--- src/rtl/ifetch_queue.sv ---
// ifetch_queue: instruction fetch front end feeding the stage-0 decoder.
// It owns the fetch PC and issues at most one read per cycle to a
// synchronous instruction memory that returns data one cycle later. Returned
// words are buffered with their addresses in a small FIFO.
//
// Handshakes:
//   memory side : mem_req/mem_addr form a request in cycle N. mem_data is
//                 valid in cycle N+1. There is no back-pressure from memory.
//                 A request is only made when a FIFO slot is free for its
//                 response (occupancy + inflight < DEPTH).
//   decoder side: ir_valid/ir_ready form a strict valid/ready pair. The head
//                 entry is consumed on a clock edge where ir_valid && ir_ready
//                 is high and no redirect is present. ir/ir_pc stay stable
//                 while ir_valid is high and not consumed.
//
// A redirect flushes the FIFO, toggles the epoch so any response still in
// flight is ignored, and restarts fetch at redirect_pc.
module ifetch_queue #(
  parameter int DEPTH = 4
) (
  input  logic                     clk,
  input  logic                     reset,
  input  logic                     halt,
  input  logic                     redirect,
  input  logic [15:0]              redirect_pc,
  output logic                     mem_req,
  output logic [15:0]              mem_addr,
  input  logic [15:0]              mem_data,
  output logic                     ir_valid,
  output logic [15:0]              ir,
  output logic [15:0]              ir_pc,
  input  logic                     ir_ready,
  output logic [$clog2(DEPTH):0]   occupancy
);

  localparam int AW = $clog2(DEPTH);
  localparam int OW = AW + 1;

  // Architectural state
  logic [15:0]   fetch_pc_q, fetch_pc_d;
  logic [AW-1:0] rd_ptr_q, rd_ptr_d;
  logic [AW-1:0] wr_ptr_q, wr_ptr_d;
  logic [OW-1:0] occ_q, occ_d;
  logic          inflight_q, inflight_d;
  logic [15:0]   inflight_pc_q, inflight_pc_d;
  logic          inflight_epoch_q, inflight_epoch_d;
  logic          epoch_q, epoch_d;

  // FIFO storage; contents are only observed through occupancy-gated reads,
  // so no reset is needed.
  logic [15:0]   word_q [DEPTH];
  logic [15:0]   pc_q   [DEPTH];

  // Per-cycle events
  logic [OW-1:0] fill;
  logic          issue;
  logic          capture;
  logic          deq;

  // Request, capture and dequeue decisions plus head-of-queue outputs
  always_comb begin
    fill     = occ_q + OW'(inflight_q);
    issue    = !reset && !halt && !redirect && (fill < OW'(DEPTH));
    capture  = inflight_q && (inflight_epoch_q == epoch_q) && !redirect;
    ir_valid = (occ_q != '0) && !halt;
    deq      = ir_valid && ir_ready;

    mem_req   = issue;
    mem_addr  = fetch_pc_q;
    occupancy = occ_q;

    ir    = 16'h0000;
    ir_pc = 16'h0000;
    if (occ_q != '0) begin
      ir    = word_q[rd_ptr_q];
      ir_pc = pc_q[rd_ptr_q];
    end
  end

  // Next-state computation; a redirect overrides every normal update
  always_comb begin
    fetch_pc_d       = fetch_pc_q;
    rd_ptr_d         = rd_ptr_q;
    wr_ptr_d         = wr_ptr_q;
    occ_d            = occ_q;
    inflight_d       = issue;
    inflight_pc_d    = inflight_pc_q;
    inflight_epoch_d = inflight_epoch_q;
    epoch_d          = epoch_q;

    if (issue) begin
      fetch_pc_d       = fetch_pc_q + 16'd1;
      inflight_pc_d    = fetch_pc_q;
      inflight_epoch_d = epoch_q;
    end

    if (redirect) begin
      fetch_pc_d = redirect_pc;
      rd_ptr_d   = '0;
      wr_ptr_d   = '0;
      occ_d      = '0;
      epoch_d    = !epoch_q;
    end else begin
      if (deq)     rd_ptr_d = rd_ptr_q + AW'(1);
      if (capture) wr_ptr_d = wr_ptr_q + AW'(1);
      case ({capture, deq})
        2'b10:   occ_d = occ_q + OW'(1);
        2'b01:   occ_d = occ_q - OW'(1);
        default: occ_d = occ_q;
      endcase
    end
  end

  // State register with synchronous reset
  always_ff @(posedge clk) begin
    if (reset) begin
      fetch_pc_q       <= 16'h0000;
      rd_ptr_q         <= '0;
      wr_ptr_q         <= '0;
      occ_q            <= '0;
      inflight_q       <= 1'b0;
      inflight_pc_q    <= 16'h0000;
      inflight_epoch_q <= 1'b0;
      epoch_q          <= 1'b0;
    end else begin
      fetch_pc_q       <= fetch_pc_d;
      rd_ptr_q         <= rd_ptr_d;
      wr_ptr_q         <= wr_ptr_d;
      occ_q            <= occ_d;
      inflight_q       <= inflight_d;
      inflight_pc_q    <= inflight_pc_d;
      inflight_epoch_q <= inflight_epoch_d;
      epoch_q          <= epoch_d;
    end
  end

  // Write the returning word and its address into the tail slot
  always_ff @(posedge clk) begin
    if (capture && !reset) begin
      word_q[wr_ptr_q] <= mem_data;
      pc_q[wr_ptr_q]   <= inflight_pc_q;
    end
  end

endmodule
--- config.mk ---
export PLATFORM = sky130hd
export DESIGN_NAME = ifetch_queue
export DESIGN_NICKNAME = d
export VERILOG_FILES = /design/src/rtl/ifetch_queue.sv
export SDC_FILE = /design/constraint.sdc
export NUM_CORES = 1
export LEC_CHECK = 0
export BUFFER_PORTS_ARGS = -buffer_cell sky130_fd_sc_hd__buf_2
export CORE_ASPECT_RATIO = 0.5
export CORE_MARGIN = 2
export CORE_UTILIZATION = 62
export CTS_BUF_LIST = sky130_fd_sc_hd__clkbuf_16
export DETAILED_ROUTE_END_ITERATION = 10
export HOLD_SLACK_MARGIN = 0.05
export PLACE_DENSITY = 0.85
export SLEW_MARGIN = 20
export SYNTH_ARGS = -nofsm -noshare
export SYNTH_HDL_FRONTEND = slang
export SYNTH_SLANG_ARGS = --single-unit
--- constraint.sdc ---
create_clock -name clk -period 6 [get_ports clk]
set_input_delay 0.6 -clock clk [delete_from_list [all_inputs] [get_ports clk]]
set_output_delay 0.6 -clock clk [all_outputs]
set_load 0.005 [all_outputs]
==> results.cfg, run 1 <==
[run_status]
status = completed

[global_route]
antenna_found_initial = 0
grt_pass1_vias = 3979
grt_pass1_wl_um = 21100
grtUsageTotal = 0.234
grt_max_degree = 37
gr-total-overflow = 0

[routing]
drtIter0Drc = 198
final_antenna_net_count = 0
avgRoutedWirePerCell_um = 19.9
dr.pass1.iters = 5
drc = 0
num_vias = 3969
routed_wl_um = 13500
viasPerCell = 5.84

[placed_design]
place_area_mm2 = 0.00751
portBuffers = 89
place_congestion = 0.782
dpl.hpwl_um = 8010

[synthesis]
synth.area.top_cells = edfxtp_1, dfxtp_1, mux4_2
netlist_top_cells_count = edfxtp_1, dfxtp_1, nor2_1
async_flop_share = 0
syn_area_mm2 = 0.00700
synth_seq_area_share = 0.675
synth_top_area_frac = 0.549
synth_top_area_cell = edfxtp_1
ys_types = 52
synth_ff_type = edfxtp_1
syn_area_per_cell_um2 = 16.0
ys_warn_count = 0
yosysMostFrequentCell = edfxtp_1
synth_nets = 480
synth-seq-cells = 172
synth-edff-count = 128
syn_inst = 436

[job]
maxCapViolCount = 0

[worst_setup_path]
startpoint = reset
reg2reg_slack_ns = 3.39
crit_fanout = 36
r2r_cells = 9
critPathCapture = mem_req
cp-end-kind = primary output
cp_data_arrival_time_ns = 2.59
worstPathRequired_ns = 5.40
start_kind = input pin
r2r-end = occupancy[2]
r2r-start = occupancy[0]
critPathKind = in -> out

[power]
power_frac_seq = 0.536
p_leak_nw = 2.91
internal_power_w = 0.00196
power_frac_comb = 0.031
p_per_area_mw_per_mm2 = 302
vdd_drop_max_uv = 184
clockPowerShare = 0.433
switching_power_w = 0.000476
sw_frac_of_total = 0.196

[sta]
min_period_over_period = 0.531
max_freq_mhz = 314
clock_skew_ns = 0.00962
final_max_slew_viol_count = 0
tns_ns = 0
fin_crit_ns = 3.19
relSlewSlack = 0.251
tightest_slew_ns = 1.12
rsz0062_at_grt = false
hold_viol_final = 0
finalSetupViolCount = 0

[clocking]
clk_latency_ns = 0.42
cts_root_buf = clkbuf_16
cts_setup_buffers = 0
cts_buffers = 17
tritoncts = built
h-tree-depth = 4
clk_pin_slew_ns = 0.06
clkSinkCount = 172
clock_path_buffers = 2
cts-resized-gates = 0
cts_hold_buf = 0

[final_layout]
area.growth.synth_to_final_pct = 15.4
multi_input_area_mm2 = 0.00209
fillers = 678
diodes = 0
drive_gt1_frac = 0.305
fin_area_mm2 = 0.00808
seq_area_mm2 = 0.00473
fin_nets = 566

[min_path]
hp-class = in -> reg

[floorplan]
die_h_um = 79.1
start_util = 0.637
rows = 27
pin_count = 90
coreArea_mm2 = 0.0110
dieArea_mm2 = 0.0122
die_x_um = 154
sequential cells by signal (all words and copies together) (netlist names), named ones only:
signal	flops
rd_ptr_q	2
inflight_q	1
inflight_epoch_q	1
occupancy	3
word_q	64
mem_addr	16
pc_q	64
wr_ptr_q	2
epoch_q	1
inflight_pc_q	16
critical path, stage by stage:
cell,delay [ns]
buf_2,0.30
or2_2,0.50
a211oi_4,0.90
buf_2,0.27
area by class of cell:
| class | count | share of cell area |
|---|---|---|
| clock inverter | 15 | 0.0177 |
| sequential | 172 | 0.585 |
| clock buffer | 17 | 0.0527 |
| inverter | 12 | 0.00558 |
| multi-input combinational | 228 | 0.259 |
| tap | 145 | 0.0225 |
| timing repair buffer | 91 | 0.0570 |
per-layer routing:
metal | share of wire | global-route usage
met4 | 0.0042 | 0.0626
met5 | 0 | 0
met1 | 0.46 | 0.326
met3 | 0.055 | 0.0546
met2 | 0.48 | 0.381
kinds of logic after synthesis:
logic type / after synthesis / share of synthesized area
AOI/OAI and AO/OA: 40 / 0.0444
xor gates and xnor gates: 10 / 0.0125
adders and majority gates: 7 / 0.0136
buffers and inverters: 36 / 0.0286
DFF: 172 / 0.675
muxes: 50 / 0.129
and+or+nand+nor: 121 / 0.0968
placed cells by master, fill, tap and decap left out, drive strengths merged, types with 8 or more instances in the layout:
| master | count |
|---|---|
| edfxtp | 128 |
| nor2b | 33 |
| clkbuf | 17 |
| mux2i | 18 |
| mux4 | 32 |
| xnor2 | 8 |
| inv | 17 |
| dfxtp | 44 |
| a211oi | 8 |
| nor2 | 41 |
| buf | 91 |
metrics by stage:
stage | setup WS (ns) | power, W | util | std cells | hold WS, ns
3_5_place_dp | 2.83 | 0.00140 | 0.684 | 648 | 0.510
5_1_grt | 2.74 | 0.00250 | 0.735 | 680 | 0.389
6_report | 2.81 | 0.00244 | 0.735 | 680 | 0.399
3_3_place_gp | 2.88 | 0.00140 | 0.684 | 648 | 0.484
4_1_cts | 2.81 | 0.00245 | 0.735 | 680 | 0.382
2_1_floorplan | 3.66 | 0.00137 | - | 436 | 0.459
power by group through the flow:
stage	Combinational [W]	Sequential, W	Clock [W]
CTS	0.0000766	0.00130	0.00107
global placement	0.0000736	0.00133	0
detailed placement	0.0000758	0.00133	0
finish	0.0000763	0.00130	0.00105
global route	0.0000844	0.00131	0.00111
floorplan	0.0000460	0.00132	0
how the worst min path moves through the flow:
stage	cells after the start	startpoint	slack, ns	to
2_1_floorplan	0	inflight_pc_q[0]	0.46	pc_q[0][0]
3_3_place_gp	2	wr_ptr_q[1]	0.48	wr_ptr_q[1]
3_5_place_dp	0	inflight_pc_q[6]	0.51	pc_q[2][6]
4_1_cts	1	mem_data[1]	0.38	word_q[2][1]
5_1_grt	1	mem_data[4]	0.39	word_q[1][4]
6_report	1	mem_data[10]	0.40	word_q[3][10]
No activity file was read; power rests on OpenSTA's default activity.
==> run 2, diff against run 1 <==
CORE_UTILIZATION = 57   (was 62)
PLACE_DENSITY = 0.79   (was 0.85)
clock period = 3.1 ns   (was 6 ns; I/O delays follow)
==> run 2 against run 1 <==
Net effect:
- register-to-register slack worse by 2.6 ns
- largest cell class unchanged
- power grew 96%
- largest power group unchanged
- clock-buffer cell count is the same
==> results.cfg, run 2 (synthesis results as in run 1) <==
[placed_design]
dpl.hpwl_um = 8370
place_area_mm2 = 0.00760
portBuffers = 89
place_congestion = 0.784

[routing]
drtIter0Drc = 285
viasPerCell = 5.59
final_antenna_net_count = 0
routed_wl_um = 13300
drc = 0
avgRoutedWirePerCell_um = 18.7
dr.pass1.iters = 5
num_vias = 3962

[sta]
tns_ns = 0
final_max_slew_viol_count = 0
finalSetupViolCount = 0
tightest_slew_ns = 0.624
hold_viol_final = 0
fin_crit_ns = 2.56
max_freq_mhz = 391
rsz0062_at_grt = false
clock_skew_ns = 0.0109
min_period_over_period = 0.825
relSlewSlack = 0.584

[final_layout]
layout_common_cells = edfxtp_1, buf_2, dfxtp_1
fin_area_mm2 = 0.00819
top_regs = pc_q (64), word_q (64)
drive_gt1_frac = 0.327
diodes = 0
fin_nets = 575
final_common_cell = edfxtp_1
area.growth.synth_to_final_pct = 17.0

[power]
p_leak_nw = 2.94
vdd_drop_max_uv = 295
p_per_area_mw_per_mm2 = 583

[floorplan]
pin_count = 90
start_util = 0.589
coreArea_mm2 = 0.0119
die_h_um = 82.3
rows = 28
die_x_um = 161
dieArea_mm2 = 0.0132

[worst_setup_path]
r2r_cells = 8
critPathKind = reg -> out
cp-end-kind = primary output
start_kind = flop
crit_fanout = 13
worstPathRequired_ns = 2.79
cp_data_arrival_time_ns = 2.25

[clocking]
clk_pin_slew_ns = 0.07
cts_hold_buf = 0
clk_latency_ns = 0.42
clkSinkCount = 172
tritoncts = built
cts_root_buf = clkbuf_16
cts_setup_buffers = 0
cts-resized-gates = 0
h-tree-depth = 4
cts_buffers = 17
clock_path_buffers = 2

[min_path]
min_path_cells = 1
hp-class = in -> reg

[global_route]
grt_pass1_wl_um = 21000
grt_pass1_vias = 3843
antenna_found_initial = 0
grtUsageTotal = 0.215
gr-total-overflow = 0
grt_max_degree = 37

[run_status]
status = completed

[job]
maxCapViolCount = 0
run 2: changes by cell type in the layout (fill, tap and decap cells not counted), moves of 2 or more:
| cell | before | now |
|---|---|---|
| clkinv_2 | 3 | 1 |
| inv_6 | 0 | 5 |
| buf_4 | 2 | 11 |
| clkinv_1 | 3 | 1 |
| inv_1 | 17 | 12 |
| clkinvlp_4 | 1 | 4 |
run 2: path summary, 6_finish.rpt:
check                                  start             to  slack (ns)
worst min register to register   wr_ptr_q[1]    wr_ptr_q[1]        0.52
worst max-delay path                    flop       ir_pc[8]        0.54
worst min-delay path            mem_data[14]  word_q[2][14]        0.11
worst max register to register  occupancy[0]   occupancy[2]        0.79
run 2: critical path, cell delays in order, from the launching register on:
cell	delay [ns]
dfxtp_2	0.61
buf_4	0.33
mux4_2	0.55
nor2b_1	0.17
buf_2	0.15
run 2: power breakdown:
part	switching, W	total (W)	internal (W)
clock	0.000898	0.00210	0.00120
combinational	0.0000800	0.000148	0.0000683
sequential	0.0000378	0.00252	0.00249
total	0.00102	0.00477	0.00376
run 2: cell type report:
class / instances / area [um2]
flip-flops and latches: 172 / 4730
fillers: 806 / 3690
multi-input cells: 228 / 2090
repair buffers: 100 / 528
clock buffers: 17 / 425
well taps: 165 / 206
clock inverters: 15 / 163
inverters: 12 / 45.0
run 2: routing by layer:
metal	track usage	routed length [um]	vias up
li1	-	-	1871
met1	0.296	6250	1975
met2	0.347	6290	109
met3	0.0430	613	7
met4	0.0865	93	0
met5	0	0	-
run 2: through the flow:
step	utilization	worst slack, ns	hold WS (ns)	instances	power [W]
2_1_floorplan	-	0.922	0.409	436	0.00265
3_3_place_gp	0.640	0.875	0.480	677	0.00272
3_5_place_dp	0.640	0.777	0.507	677	0.00272
4_1_cts	0.689	0.442	0.0890	709	0.00480
5_1_grt	0.689	0.362	0.0940	709	0.00491
6_report	0.689	0.542	0.109	709	0.00477
